===== src/rtl/ps2_host_tx.sv =====
// ps2_host_tx -- PS/2 host-to-device command transmitter.
//
// Sends one command byte to a PS/2 device. The host first inhibits the
// line clock, then issues a request-to-send (data low, clock released).
// After that it shifts out 8 data bits (LSB first), an odd parity bit and
// a stop bit, each on a device-generated falling clock edge. Finally it
// samples the device acknowledge bit.
//
// Parameters:
//   INHIBIT_CYCLES  clock-inhibit duration in clk cycles (default 5000)
//   TIMEOUT_CYCLES  transfer watchdog limit in clk cycles (default 750000)
//
// Optional build macro:
//   PS2_HOST_TX_TIMEOUT_EN  builds a watchdog. The count starts when
//                           INHIBIT ends. If it reaches TIMEOUT_CYCLES
//                           before the transfer completes, the transfer is
//                           aborted with error set. Without the macro, a
//                           silent device leaves busy set until reset.
//
// Ports:
//   clk          system clock, rising edge
//   reset        asynchronous active-low reset
//   stb          bus access strobe (one cycle per access)
//   we           1 = write (start transmit), 0 = read status
//   data_in      command byte to transmit
//   data_out     status {5'b0, done, error, busy}
//   irq          one-cycle pulse at transfer end
//   ps2_clk_in   raw PS/2 clock line level (asynchronous)
//   ps2_data_in  raw PS/2 data line level (asynchronous)
//   ps2_clk_oe   1 = pull PS/2 clock low
//   ps2_data_oe  1 = pull PS/2 data low
`timescale 1ns/1ps

module ps2_host_tx #(
  parameter int unsigned INHIBIT_CYCLES = 5000,
  parameter int unsigned TIMEOUT_CYCLES = 750000
) (
  input  logic       clk,
  input  logic       reset,
  input  logic       stb,
  input  logic       we,
  input  logic [7:0] data_in,
  output logic [7:0] data_out,
  output logic       irq,
  input  logic       ps2_clk_in,
  input  logic       ps2_data_in,
  output logic       ps2_clk_oe,
  output logic       ps2_data_oe
);

  typedef enum logic [2:0] {
    IDLE,
    INHIBIT,
    REQUEST,
    SEND,
    ACK,
    WAITHIGH
  } stateT;

  localparam int unsigned INH_W = $clog2(INHIBIT_CYCLES + 1);
  localparam logic [INH_W-1:0] INH_LAST = INH_W'(INHIBIT_CYCLES - 1);
  // Counter value at the start of the final inhibit cycle.
  localparam logic [INH_W-1:0] INH_DATA =
    INH_W'((INHIBIT_CYCLES >= 2) ? (INHIBIT_CYCLES - 2) : 0);

`ifdef PS2_HOST_TX_TIMEOUT_EN
  localparam int unsigned WD_W = $clog2(TIMEOUT_CYCLES + 1);
  localparam logic [WD_W-1:0] WD_LAST = WD_W'(TIMEOUT_CYCLES - 1);
  logic [WD_W-1:0] wdCnt;
`endif

  stateT            state;
  logic [1:0]       clkSync;
  logic [1:0]       dataSync;
  logic             clkFilt;
  logic             dataFilt;
  logic             fallEdge;
  logic [7:0]       shiftReg;
  logic             parityBit;
  logic [3:0]       bitCnt;
  logic [INH_W-1:0] inhCnt;
  logic             busy;
  logic             done;
  logic             error;
  logic             acked;

  assign data_out = {5'b0, done, error, busy};

  // The filtered level changes only when the last two synchronized samples
  // agree. As a result, a pulse lasting a single clk cycle never produces
  // an edge.
  assign fallEdge = clkFilt & ~clkSync[1] & ~clkSync[0];

  always_ff @(posedge clk or negedge reset) begin
    if (!reset) begin
      state       <= IDLE;
      clkSync     <= '1;
      dataSync    <= '1;
      clkFilt     <= 1'b1;
      dataFilt    <= 1'b1;
      shiftReg    <= '0;
      parityBit   <= 1'b0;
      bitCnt      <= '0;
      inhCnt      <= '0;
      busy        <= 1'b0;
      done        <= 1'b0;
      error       <= 1'b0;
      acked       <= 1'b0;
      irq         <= 1'b0;
      ps2_clk_oe  <= 1'b0;
      ps2_data_oe <= 1'b0;
`ifdef PS2_HOST_TX_TIMEOUT_EN
      wdCnt       <= '0;
`endif
    end else begin
      clkSync  <= {clkSync[0], ps2_clk_in};
      dataSync <= {dataSync[0], ps2_data_in};
      if (clkSync[1] == clkSync[0]) clkFilt <= clkSync[1];
      if (dataSync[1] == dataSync[0]) dataFilt <= dataSync[1];
      irq <= 1'b0;

      case (state)
        IDLE: begin
          ps2_clk_oe  <= 1'b0;
          ps2_data_oe <= 1'b0;
          if (stb && we) begin
            shiftReg    <= data_in;
            parityBit   <= ~^data_in;
            busy        <= 1'b1;
            done        <= 1'b0;
            error       <= 1'b0;
            acked       <= 1'b0;
            inhCnt      <= '0;
            bitCnt      <= '0;
            ps2_clk_oe  <= 1'b1;
            // A one-cycle inhibit is also its own last cycle.
            ps2_data_oe <= (INHIBIT_CYCLES < 2);
            state       <= INHIBIT;
          end
        end

        INHIBIT: begin
          inhCnt <= inhCnt + 1'b1;
          if (inhCnt == INH_DATA) ps2_data_oe <= 1'b1;
          if (inhCnt == INH_LAST) begin
            ps2_clk_oe  <= 1'b0;
            ps2_data_oe <= 1'b1;
            bitCnt      <= '0;
            state       <= REQUEST;
`ifdef PS2_HOST_TX_TIMEOUT_EN
            wdCnt       <= '0;
`endif
          end
        end

        // REQUEST lasts only one cycle. It still honours a falling edge so
        // that an early device clock is not lost.
        REQUEST, SEND: begin
          if (state == REQUEST) state <= SEND;
          if (fallEdge) begin
            bitCnt <= bitCnt + 4'd1;
            if (bitCnt < 4'd8) begin
              ps2_data_oe <= ~shiftReg[bitCnt[2:0]];
            end else if (bitCnt == 4'd8) begin
              ps2_data_oe <= ~parityBit;
            end else begin
              ps2_data_oe <= 1'b0;
              state       <= ACK;
            end
          end
        end

        ACK: begin
          if (fallEdge) begin
            if (dataFilt) error <= 1'b1;
            acked <= ~dataFilt;
            state <= WAITHIGH;
          end
        end

        WAITHIGH: begin
          if (clkFilt && dataFilt) begin
            busy  <= 1'b0;
            done  <= acked;
            irq   <= 1'b1;
            state <= IDLE;
          end
        end

        default: state <= IDLE;
      endcase

`ifdef PS2_HOST_TX_TIMEOUT_EN
      // The watchdog overrides any normal progress made in the same cycle.
      if (state == REQUEST || state == SEND || state == ACK || state == WAITHIGH) begin
        if (wdCnt == WD_LAST) begin
          ps2_clk_oe  <= 1'b0;
          ps2_data_oe <= 1'b0;
          error       <= 1'b1;
          done        <= 1'b0;
          busy        <= 1'b0;
          irq         <= 1'b1;
          state       <= IDLE;
        end else begin
          wdCnt <= wdCnt + 1'b1;
        end
      end
`endif
    end
  end

endmodule


===== config.mk =====
export PLATFORM = sky130hd
export DESIGN_NAME = ps2_host_tx
export DESIGN_NICKNAME = d
export VERILOG_FILES = /design/src/rtl/ps2_host_tx.sv
export SDC_FILE = /design/constraint.sdc
export NUM_CORES = 1
export LEC_CHECK = 0
export ABC_CLOCK_PERIOD_IN_PS = 2100
export CORE_ASPECT_RATIO = 0.9
export CORE_MARGIN = 2
export CORE_UTILIZATION = 25
export CTS_CLUSTER_SIZE = 10
export DETAILED_ROUTE_END_ITERATION = 6
export SYNTH_ARGS = -nofsm -noshare
export SYNTH_HDL_FRONTEND = slang
export SYNTH_SLANG_ARGS = --single-unit

===== constraint.sdc =====
create_clock -name clk -period 2.1 [get_ports clk]
set_clock_uncertainty 0.05 [all_clocks]
set_input_delay 0.21 -clock clk [delete_from_list [all_inputs] [get_ports clk]]
set_output_delay 0.21 -clock clk [all_outputs]
set_load 0.01 [all_outputs]

==> impl_metrics.json, run 1 <==
{
  "status": "finished clean",
  "grt_max_degree": 43,
  "cts_root_buffer": "clkbuf_8",
  "grt_usage_pct": 10.20,
  "vdd_drop_max_mv": 0.3565,
  "postSynthCellCount": 225,
  "firstDrtPassIters": 4,
  "syn_area_um2": 2160,
  "htree_levels": 2,
  "worst_path_max_delay_cell": "or4b_2",
  "setup_viol": 0,
  "gp_congestion": 0.8341,
  "antenna_found_initial": 0,
  "multi_input_area_um2": 988.4,
  "rsz0062_at_grt": "no",
  "post-synth-top-count-cell": "nand2_1",
  "power_density_nw_per_um2": 1075,
  "vias_per_cell": 4.367,
  "hpwl_mm": 3.222,
  "syn2layout_area_growth_pct": 21.38,
  "yosys.area.top_type": "dfrtp_1",
  "cts.sinks": 42,
  "drc": 0,
  "nets": 269,
  "rrSetupSlack_ps": 110,
  "grt_overflow": 0,
  "routed_wl_mm": 4.458,
  "yosysSeqAreaShare_pct": 49.02,
  "drive_gt1_share_pct": 13.49,
  "ys_ff_latch": 42,
  "grt_pass1_wl_mm": 7.645,
  "postSynthAreaPerCell_um2": 9.598,
  "yosysTopAreaCellShare_pct": 41.71,
  "ys.flop_type": "dfrtp_1",
  "wl_met3_um": 145,
  "yosys_warnings": 0,
  "synth_edf_count": 0,
  "cts_max_path_buffers": 2,
  "antenna_cells": 0,
  "rows": 32,
  "io_pins": 25,
  "wl_met1_mm": 2.214,
  "clock_latency_ps": 300,
  "ys_types": 47,
  "numCtsBuffers": 5,
  "tightestPinTransition_ps": 546.7,
  "cp_max_fo": 4,
  "hold_class": "in -> reg",
  "worstSetupPathType": "reg -> reg",
  "hold_slack_ps": 270.7,
  "wl_per_cell_um": 12.02,
  "numPortBuffers": 19,
  "leakage_nw": 1.139,
  "cts_tree": "done",
  "hp-start": "ps2_data_in",
  "cts_setup_buffers": 0,
  "start_util_pct": 25.44,
  "dieWidth_um": 102.0,
  "die_height_um": 92.17,
  "crit_required_ps": 2220,
  "reg2reg_depth": 4,
  "wl_met2_mm": 2.063,
  "finalSetupTns_ps": 0,
  "dieArea_um2": 9399,
  "synth_common_cells": "nand2_1, dfrtp_1, nand3_1, o21ai_0",
  "ant_nets": 0,
  "cp.arrival_ps": 2110,
  "final-seq-area_um2": 1059,
  "cp-start-kind": "register",
  "grt_pass1_vias": 1614,
  "timing.final.crit_share_pct": 94.65,
  "r2r_start": "inhCnt[10]",
  "vias": 1620,
  "finalCriticalPeriod_ps": 1988,
  "crit_path_end_kind": "register",
  "crit_end": "bitCnt[2]",
  "coreArea_um2": 8488,
  "worstSetupStartpoint": "inhCnt[10]",
  "synth_area_leaders": "dfrtp_1, nand2_1, dfstp_2",
  "r2r_end": "bitCnt[2]",
  "highest_layer": "met4",
  "first_iter_violations": 115,
  "drv_cap": 0,
  "fillCellCount": 907,
  "finalHoldViolCount": 0,
  "clk_pin_slew_ps": 90,
  "async_reset_ff_share_pct": 100.0,
  "crit_chain": "or4b_2, nor4_2, o21a_1, o211ai_1",
  "fmax_ghz": 0.5031,
  "max-slew-margin-rel_pct": 63.55,
  "critPathMaxStageDelay_ps": 730,
  "drv_slew": 0
}
through the flow:
| step | cell area, µm² | worst slack (ps) | instances | utilization, % | total power, W |
|---|---|---|---|---|---|
| 6_report | 2621 | 112.3 | 371 | 30.88 | 0.002817 |
| 2_1_floorplan | 2175 | 261.5 | 229 | - | 0.001891 |
| 3_3_place_gp | 2495 | 156.5 | 362 | 29.39 | 0.002185 |
| 4_1_cts | 2615 | 110.4 | 371 | 30.81 | 0.002843 |
| 5_1_grt | 2621 | 35.32 | 371 | 30.88 | 0.003049 |
| 3_5_place_dp | 2495 | 126.2 | 362 | 29.39 | 0.002217 |
flip-flops by register name, indices dropped and copies added, names as in the netlist, 2 cells and up:
name and flops:
dataSync 2, clkSync 2, bitCnt 4, shiftReg 8
state 3, inhCnt 13
cell usage in the layout (no fill, tap or decap), types with 3 or more instances in the layout:
| cell | count |
|---|---|
| conb_1 | 5 |
| nand3_1 | 16 |
| or3_1 | 4 |
| mux2i_1 | 8 |
| a21oi_1 | 6 |
| buf_4 | 11 |
| nand2_1 | 43 |
| nor2_1 | 10 |
| nand4_1 | 4 |
| o21ai_0 | 12 |
| dfstp_2 | 6 |
| ha_1 | 4 |
| clkdlybuf4s50_1 | 18 |
| xnor2_1 | 6 |
| clkbuf_8 | 8 |
| inv_1 | 10 |
| nor2b_1 | 3 |
| dfrtp_1 | 36 |
kinds of logic after synthesis:
group,after synthesis,share of synthesized area [%]
fa+ha+maj,6,3.245
buf+inv,26,6.199
mux,9,4.751
other cells,1,0.1736
xor+xnor,8,3.245
compound gates,38,11.59
flops,42,49.01
simple gates,95,21.78
cell type report:
class,instances,share of cell area [%]
sequential,42,40.38
multi-input combinational,161,37.71
timing repair buffer,31,10.60
tap,119,5.680
clock buffer,8,4.200
inverter,10,1.432
per-layer routing:
metal	vias to the layer above	global-route usage [%]
met5	-	0
met4	0	2.333
met3	5	2.744
met2	27	15.57
met1	764	14.40
li1	824	-
how the worst min path moves through the flow:
stage                             end  slack (ps)  depth (start not counted)
after global routing      dataSync[0]         260                          1
final                     dataSync[0]         270                          1
after CTS                 dataSync[0]         260                          1
after detailed placement          irq         270                          2
after floorplan                 acked        -140                          0
after global placement            irq         260                          2
critical path: cells and delay by family (launching register included):
family	cells	cell delay [ps]
compound gates	2	300
simple gates	2	1090
flops	1	410
power breakdown:
part / internal [W] / total, W / switching (W)
logic: 0.000451 / 0.000921 / 0.000470
registers: 0.00107 / 0.00128 / 0.000215
clock network: 0.000332 / 0.000613 / 0.000281
what timing repair did:
action	in CTS	in global routing
setup endpoints to repair	0	3
hold endpoints to repair	36	0
gates resized for setup	0	1
hold buffers	1	0
Power figures use the tool's default switching activity.
==> run 2, diff against run 1 <==
Settings changed: ABC_AREA from default to 1.
==> run 2 against run 1 <==
Against the previous run: setup slack better by 220 ps; first-iteration DRC count decreased by 45%; die area grew 11%; worst hold slack worse by 11 ps; critical path depth grew 3; synthesized area is 12% higher; sequential cell count did not move; highest routed layer unchanged.
==> impl_metrics.json, run 2 <==
{
  "status": "finished clean",
  "finalCriticalPeriod_ps": 1768,
  "numPortBuffers": 19,
  "grt_pass1_vias": 1849,
  "rows": 34,
  "final_cells": 446,
  "yosys.area.top_type": "dfrtp_1",
  "finalHoldViolCount": 0,
  "postSynthCellCount": 297,
  "cts_root_buffer": "clkbuf_8",
  "hold_slack_ps": 259.9,
  "ys_types": 38,
  "tightestPinTransition_ps": 827.5,
  "yosysTopAreaCellShare_pct": 37.31,
  "fmax_ghz": 0.5657,
  "async_reset_ff_share_pct": 100.0,
  "vdd_drop_max_mv": 0.3887,
  "comb_power_share_pct": 39.9,
  "antenna_found_initial": 0,
  "synth_edf_count": 0,
  "cp_max_fo": 9,
  "numCtsBuffers": 5,
  "drc": 0,
  "nets": 337,
  "regMostFlops": "inhCnt",
  "grt_max_degree": 39,
  "hold_buffers": 1,
  "ant_nets": 0,
  "grt_overflow": 0,
  "clk_pin_slew_ps": 80,
  "cts_resized": 0,
  "grt_pass1_wl_mm": 8.328,
  "largest_reg_flops": 13,
  "htree_levels": 2,
  "cts.sinks": 42,
  "die_height_um": 97.24,
  "cp-start-kind": "register",
  "crit_required_ps": 2280,
  "clkPwrFrac_pct": 20.0,
  "max-slew-margin-rel_pct": 44.83,
  "drive_gt1_share_pct": 14.06,
  "firstDrtPassIters": 4,
  "switchingPower_w": 0.001236,
  "hold_class": "in -> reg",
  "routed_wl_mm": 4.604,
  "cts_setup_buffers": 0,
  "finalSetupTns_ps": 0,
  "ys.flop_type": "dfrtp_1",
  "cts_max_path_buffers": 2,
  "cts_tree": "done",
  "io_pins": 25,
  "drv_cap": 0,
  "syn_area_um2": 2415,
  "dieWidth_um": 107.6,
  "p_sw_share_pct": 39.22,
  "hpwl_mm": 3.563,
  "dieArea_um2": 10460,
  "rrSetupSlack_ps": 330,
  "yosys_warnings": 0,
  "clock_latency_ps": 300,
  "wl_per_cell_um": 10.32,
  "antenna_cells": 0,
  "timing.final.crit_share_pct": 84.18,
  "leakage_nw": 1.233,
  "postSynthAreaPerCell_um2": 8.131,
  "layout_common_cells": "nand2_1, dfrtp_1, inv_1, nor2_1, nand3_1",
  "grt_usage_pct": 9.817,
  "intPower_w": 0.001916,
  "power_density_nw_per_um2": 1121,
  "layout_commonest_cell": "nand2_1",
  "ys_ff_latch": 42,
  "start_util_pct": 25.34,
  "first_iter_violations": 63,
  "rsz0062_at_grt": "no",
  "yosysSeqAreaShare_pct": 43.83,
  "vias": 1876,
  "cp.arrival_ps": 1950,
  "worstSetupPathType": "reg -> reg",
  "dp_cells": 437,
  "synth_common_cells": "nand2_1, dfrtp_1, inv_1, nor2_1, nand3_1",
  "syn2layout_area_growth_pct": 16.43,
  "drv_slew": 0,
  "pwr-share-seq_pct": 40.1,
  "reg_top3": "inhCnt (13), shiftReg (8), bitCnt (4)",
  "gp_congestion": 0.8814,
  "post-synth-top-count-cell": "nand2_1",
  "crit_path_end_kind": "register",
  "vias_per_cell": 4.206,
  "synth_area_leaders": "dfrtp_1, nand2_1, dfstp_2",
  "setup_viol": 0,
  "coreArea_um2": 9529
}
==> run 2: changes by cell type after synthesis, moves of 5 or more <==
cell / delta
nor2_1: +19
nand3_1: +10
nand2_1: +30
mux2i_1: -8
xor2_1: +5
o21ai_2: +8
inv_1: +20
a21oi_1: +5
==> run 2: cell type report <==
class	instances	area, µm²
fill	1031	6718
multi-input combinational	210	1110
sequential	42	1059
timing repair buffer	24	225.2
tap	126	157.7
inverter	36	151.4
clock buffer	5	68.82
clock inverter	3	40.04
==> run 2: stage by stage <==
step	util (%)	power, W	instance area, µm²	worst slack [ps]
finish	29.50	0.003152	2811	332.3
global placement	28.26	0.002527	2693	411.5
detailed placement	28.26	0.002544	2693	347.7
CTS	29.50	0.003198	2811	320.9
global route	29.50	0.003418	2811	181.4
floorplan	-	0.002235	2430	489.6
==> run 2: worst max-delay path: stages (launching register included) <==
cell and delay (ps):
dfrtp_1 490, inv_1 150, ha_1 230, a21oi_1 250, nand2_1 110, nor2_1 180, a21oi_1 100, o21ai_1 130
==> run 2: logic make-up (layout without fill, tap and decap cells) <==
kind of cell	after synthesis	count (layout)	share of synthesized area [%]
and+or+nand+nor	145	145	27.51
buffers and inverters	49	68	10.83
AOI/OAI and AO/OA	43	43	10.83
DFF	42	42	43.83
xor gates and xnor gates	12	12	4.352
adders and majority gates	5	5	2.487
other	1	5	0.1553
==> run 2: worst paths after layout <==
check | depth (start not counted) | startpoint | endpoint
setup / recovery | 7 | bitCnt[0] | state[2]
hold / removal | 1 | ps2_data_in | dataSync[0]
setup reg to reg | 7 | bitCnt[0] | state[2]
hold reg to reg | 0 | dataSync[0] | dataSync[1]
max in group asynchronous | 3 | reset | dataFilt
min in group asynchronous | 2 | reset | inhCnt[12]
==> run 2: metal layers <==
metal | vias to the layer above | part of all wire (%) | track usage [%]
met3 | 5 | 3.3 | 2.414
met4 | 0 | 0.89 | 2.959
met1 | 857 | 47 | 12.21
li1 | 988 | - | -
met5 | - | 0 | 0
met2 | 26 | 49 | 16.69
==> run 2: power by group through the flow <==
stage | clock network, W | logic (W) | registers (W)
3_5_place_dp | 0 | 0.00126 | 0.00128
5_1_grt | 0.000684 | 0.00143 | 0.00131
4_1_cts | 0.000662 | 0.00127 | 0.00126
6_report | 0.000630 | 0.00126 | 0.00127
3_3_place_gp | 0 | 0.00125 | 0.00128
2_1_floorplan | 0 | 0.00101 | 0.00123
==> run 3, diff against run 2 <==
Settings changed: ABC_CLOCK_PERIOD_IN_PS 2100 to 1700.
Clock period 2.1 ns to 1.7 ns, I/O delays scaled along.
==> run 3 against run 2 <==
Against the previous run: count of clock-buffer cells in the layout increased by 1; critical endpoint is now inhCnt[1]; final cell count is 1.6% higher; non-clock buffer count is 7 higher; design area grew 2.1%.
==> impl_metrics.json, run 3 (synthesis gave the netlist of run 2 again) <==
{
  "status": "finished clean",
  "multi_input_area_um2": 1116,
  "rrSetupSlack_ps": 140,
  "pwr-share-seq_pct": 38.1,
  "cts_tree": "done",
  "intPower_w": 0.002442,
  "dieArea_um2": 10460,
  "drv_cap": 0,
  "final_cells": 453,
  "coreArea_um2": 9529,
  "start_util_pct": 25.34,
  "rsz0062_at_grt": "yes",
  "hold_slack_ps": 225.1,
  "clkPwrFrac_pct": 19.8,
  "grt_pass1_vias": 1897,
  "tightestPinTransition_ps": 551.9,
  "cp_max_fo": 10,
  "htree_levels": 2,
  "clk_pin_slew_ps": 80,
  "drv_slew": 0,
  "regMostFlops": "inhCnt",
  "finalHoldViolCount": 0,
  "dieWidth_um": 107.6,
  "largest_reg_flops": 13,
  "layout_commonest_cell": "nand2_1",
  "setup_viol": 0,
  "fillCellCount": 1016,
  "drc": 0,
  "crit_path_end_kind": "register",
  "fmax_ghz": 0.6397,
  "reg2reg_depth": 10,
  "vdd_drop_max_mv": 0.4500,
  "holdPathEnd": "dataSync[0]",
  "switchingPower_w": 0.001567,
  "numPortBuffers": 19,
  "leakage_nw": 1.262,
  "power_density_nw_per_um2": 1396,
  "cts.sinks": 42,
  "syn2layout_area_growth_pct": 18.91,
  "wl_met1_mm": 2.284,
  "layout_common_cells": "nand2_1, dfrtp_1, inv_1, nor2_1, nand3_1",
  "r2r_end": "inhCnt[1]",
  "die_height_um": 97.24,
  "grt_pass1_wl_mm": 8.652,
  "finalCriticalPeriod_ps": 1563,
  "p_sw_share_pct": 39.08,
  "hpwl_mm": 3.673,
  "timing.final.crit_share_pct": 91.95,
  "dp_cells": 444,
  "clock_latency_ps": 300,
  "nets": 344,
  "finalSetupTns_ps": 0,
  "numCtsBuffers": 5,
  "vias": 1964,
  "wl_met2_mm": 2.329,
  "firstDrtPassIters": 4,
  "wl_met3_um": 170,
  "wl_per_cell_um": 10.68,
  "r2r_start": "state[1]",
  "rows": 34,
  "comb_power_share_pct": 42.1,
  "cts_root_buffer": "clkbuf_8",
  "antenna_cells": 0,
  "whs_path_depth": 1,
  "cp.arrival_ps": 1680,
  "ant_nets": 0,
  "grt_usage_pct": 10.10,
  "antenna_found_initial": 0,
  "drive_gt1_share_pct": 16.21,
  "io_pins": 25,
  "crit_required_ps": 1820,
  "hp-start": "ps2_data_in",
  "first_iter_violations": 71,
  "grt_max_degree": 43,
  "grt_overflow": 0,
  "routed_wl_mm": 4.839,
  "hold_class": "in -> reg",
  "max-slew-margin-rel_pct": 63.21,
  "final-seq-area_um2": 1059,
  "highest_layer": "met4",
  "reg_top3": "inhCnt (13), shiftReg (8), bitCnt (4)",
  "cts_max_path_buffers": 2,
  "cp-start-kind": "register",
  "worstSetupPathType": "reg -> reg",
  "vias_per_cell": 4.336,
  "gp_congestion": 0.8207
}
## run 3: cell types whose count changed in the layout (fill, tap and decap cells not counted)
cell	before	now
a21oi_1	11	10
a21oi_2	1	2
buf_4	4	11
clkbuf_1	0	1
clkinv_2	2	0
clkinvlp_4	0	1
ha_1	4	3
ha_2	0	1
## run 3: per-layer routing
layer	vias up	GRT usage (%)
met5	-	0
met4	0	2.860
met3	5	2.213
met2	30	16.98
met1	926	12.98
li1	1003	-
## run 3: final cells by class
type / count / share of cell area (%)
multi-input combinational: 210 / 38.87
sequential: 42 / 36.86
clock inverter: 2 / 1.307
clock buffer: 6 / 2.527
timing repair buffer: 31 / 9.673
inverter: 36 / 5.272
tap: 126 / 5.490
## run 3: worst max-delay path by stage
| stage | startpoint | endpoint | slack [ps] | cells past startpoint |
|---|---|---|---|---|
| 2_1_floorplan | bitCnt[0] | state[2] | 90 | 8 |
| 3_3_place_gp | stb | inhCnt[1] | 140 | 8 |
| 3_5_place_dp | stb | inhCnt[1] | 150 | 8 |
| 4_1_cts | state[1] | inhCnt[1] | 110 | 10 |
| 5_1_grt | clkFilt | bitCnt[0] | -1 | 7 |
| 6_report | state[1] | inhCnt[1] | 140 | 10 |
## run 3: timing repair
action | in CTS | in global routing
hold buffers | 1 | 0
resized for setup | 0 | 2
endpoints found under the setup margin | 0 | 3
hold endpoints to repair | 36 | 0
buffers inserted | 0 | 0
## run 3: power groups by stage
stage | clock [W] | combinational, W | sequential (W)
floorplan | 0 | 0.00124 | 0.00152
global placement | 0 | 0.00166 | 0.00154
detailed placement | 0 | 0.00169 | 0.00154
CTS | 0.000825 | 0.00170 | 0.00153
global route | 0.000859 | 0.00192 | 0.00157
finish | 0.000795 | 0.00169 | 0.00153
## run 3: through the flow
| stage | util [%] | worst slack [ps] | area, µm² | total power, W |
|---|---|---|---|---|
| after CTS | 30.07 | 109.7 | 2865 | 0.004052 |
| after detailed placement | 28.81 | 146.9 | 2745 | 0.003232 |
| final | 30.13 | 136.8 | 2872 | 0.004009 |
| after global routing | 30.13 | -1.295 | 2872 | 0.004350 |
| after global placement | 28.81 | 144.1 | 2745 | 0.003204 |
| after floorplan | - | 89.62 | 2430 | 0.002761 |
## run 3: critical path, cell delays in order, from the launching register on
cell and delay, ps:
dfrtp_1 470, inv_2 140, nand2_4 80, nor2_8 110
inv_4 50, nor2_4 110, inv_2 120, nand2_4 110
inv_1 60, nand2_1 50, o21ai_0 80
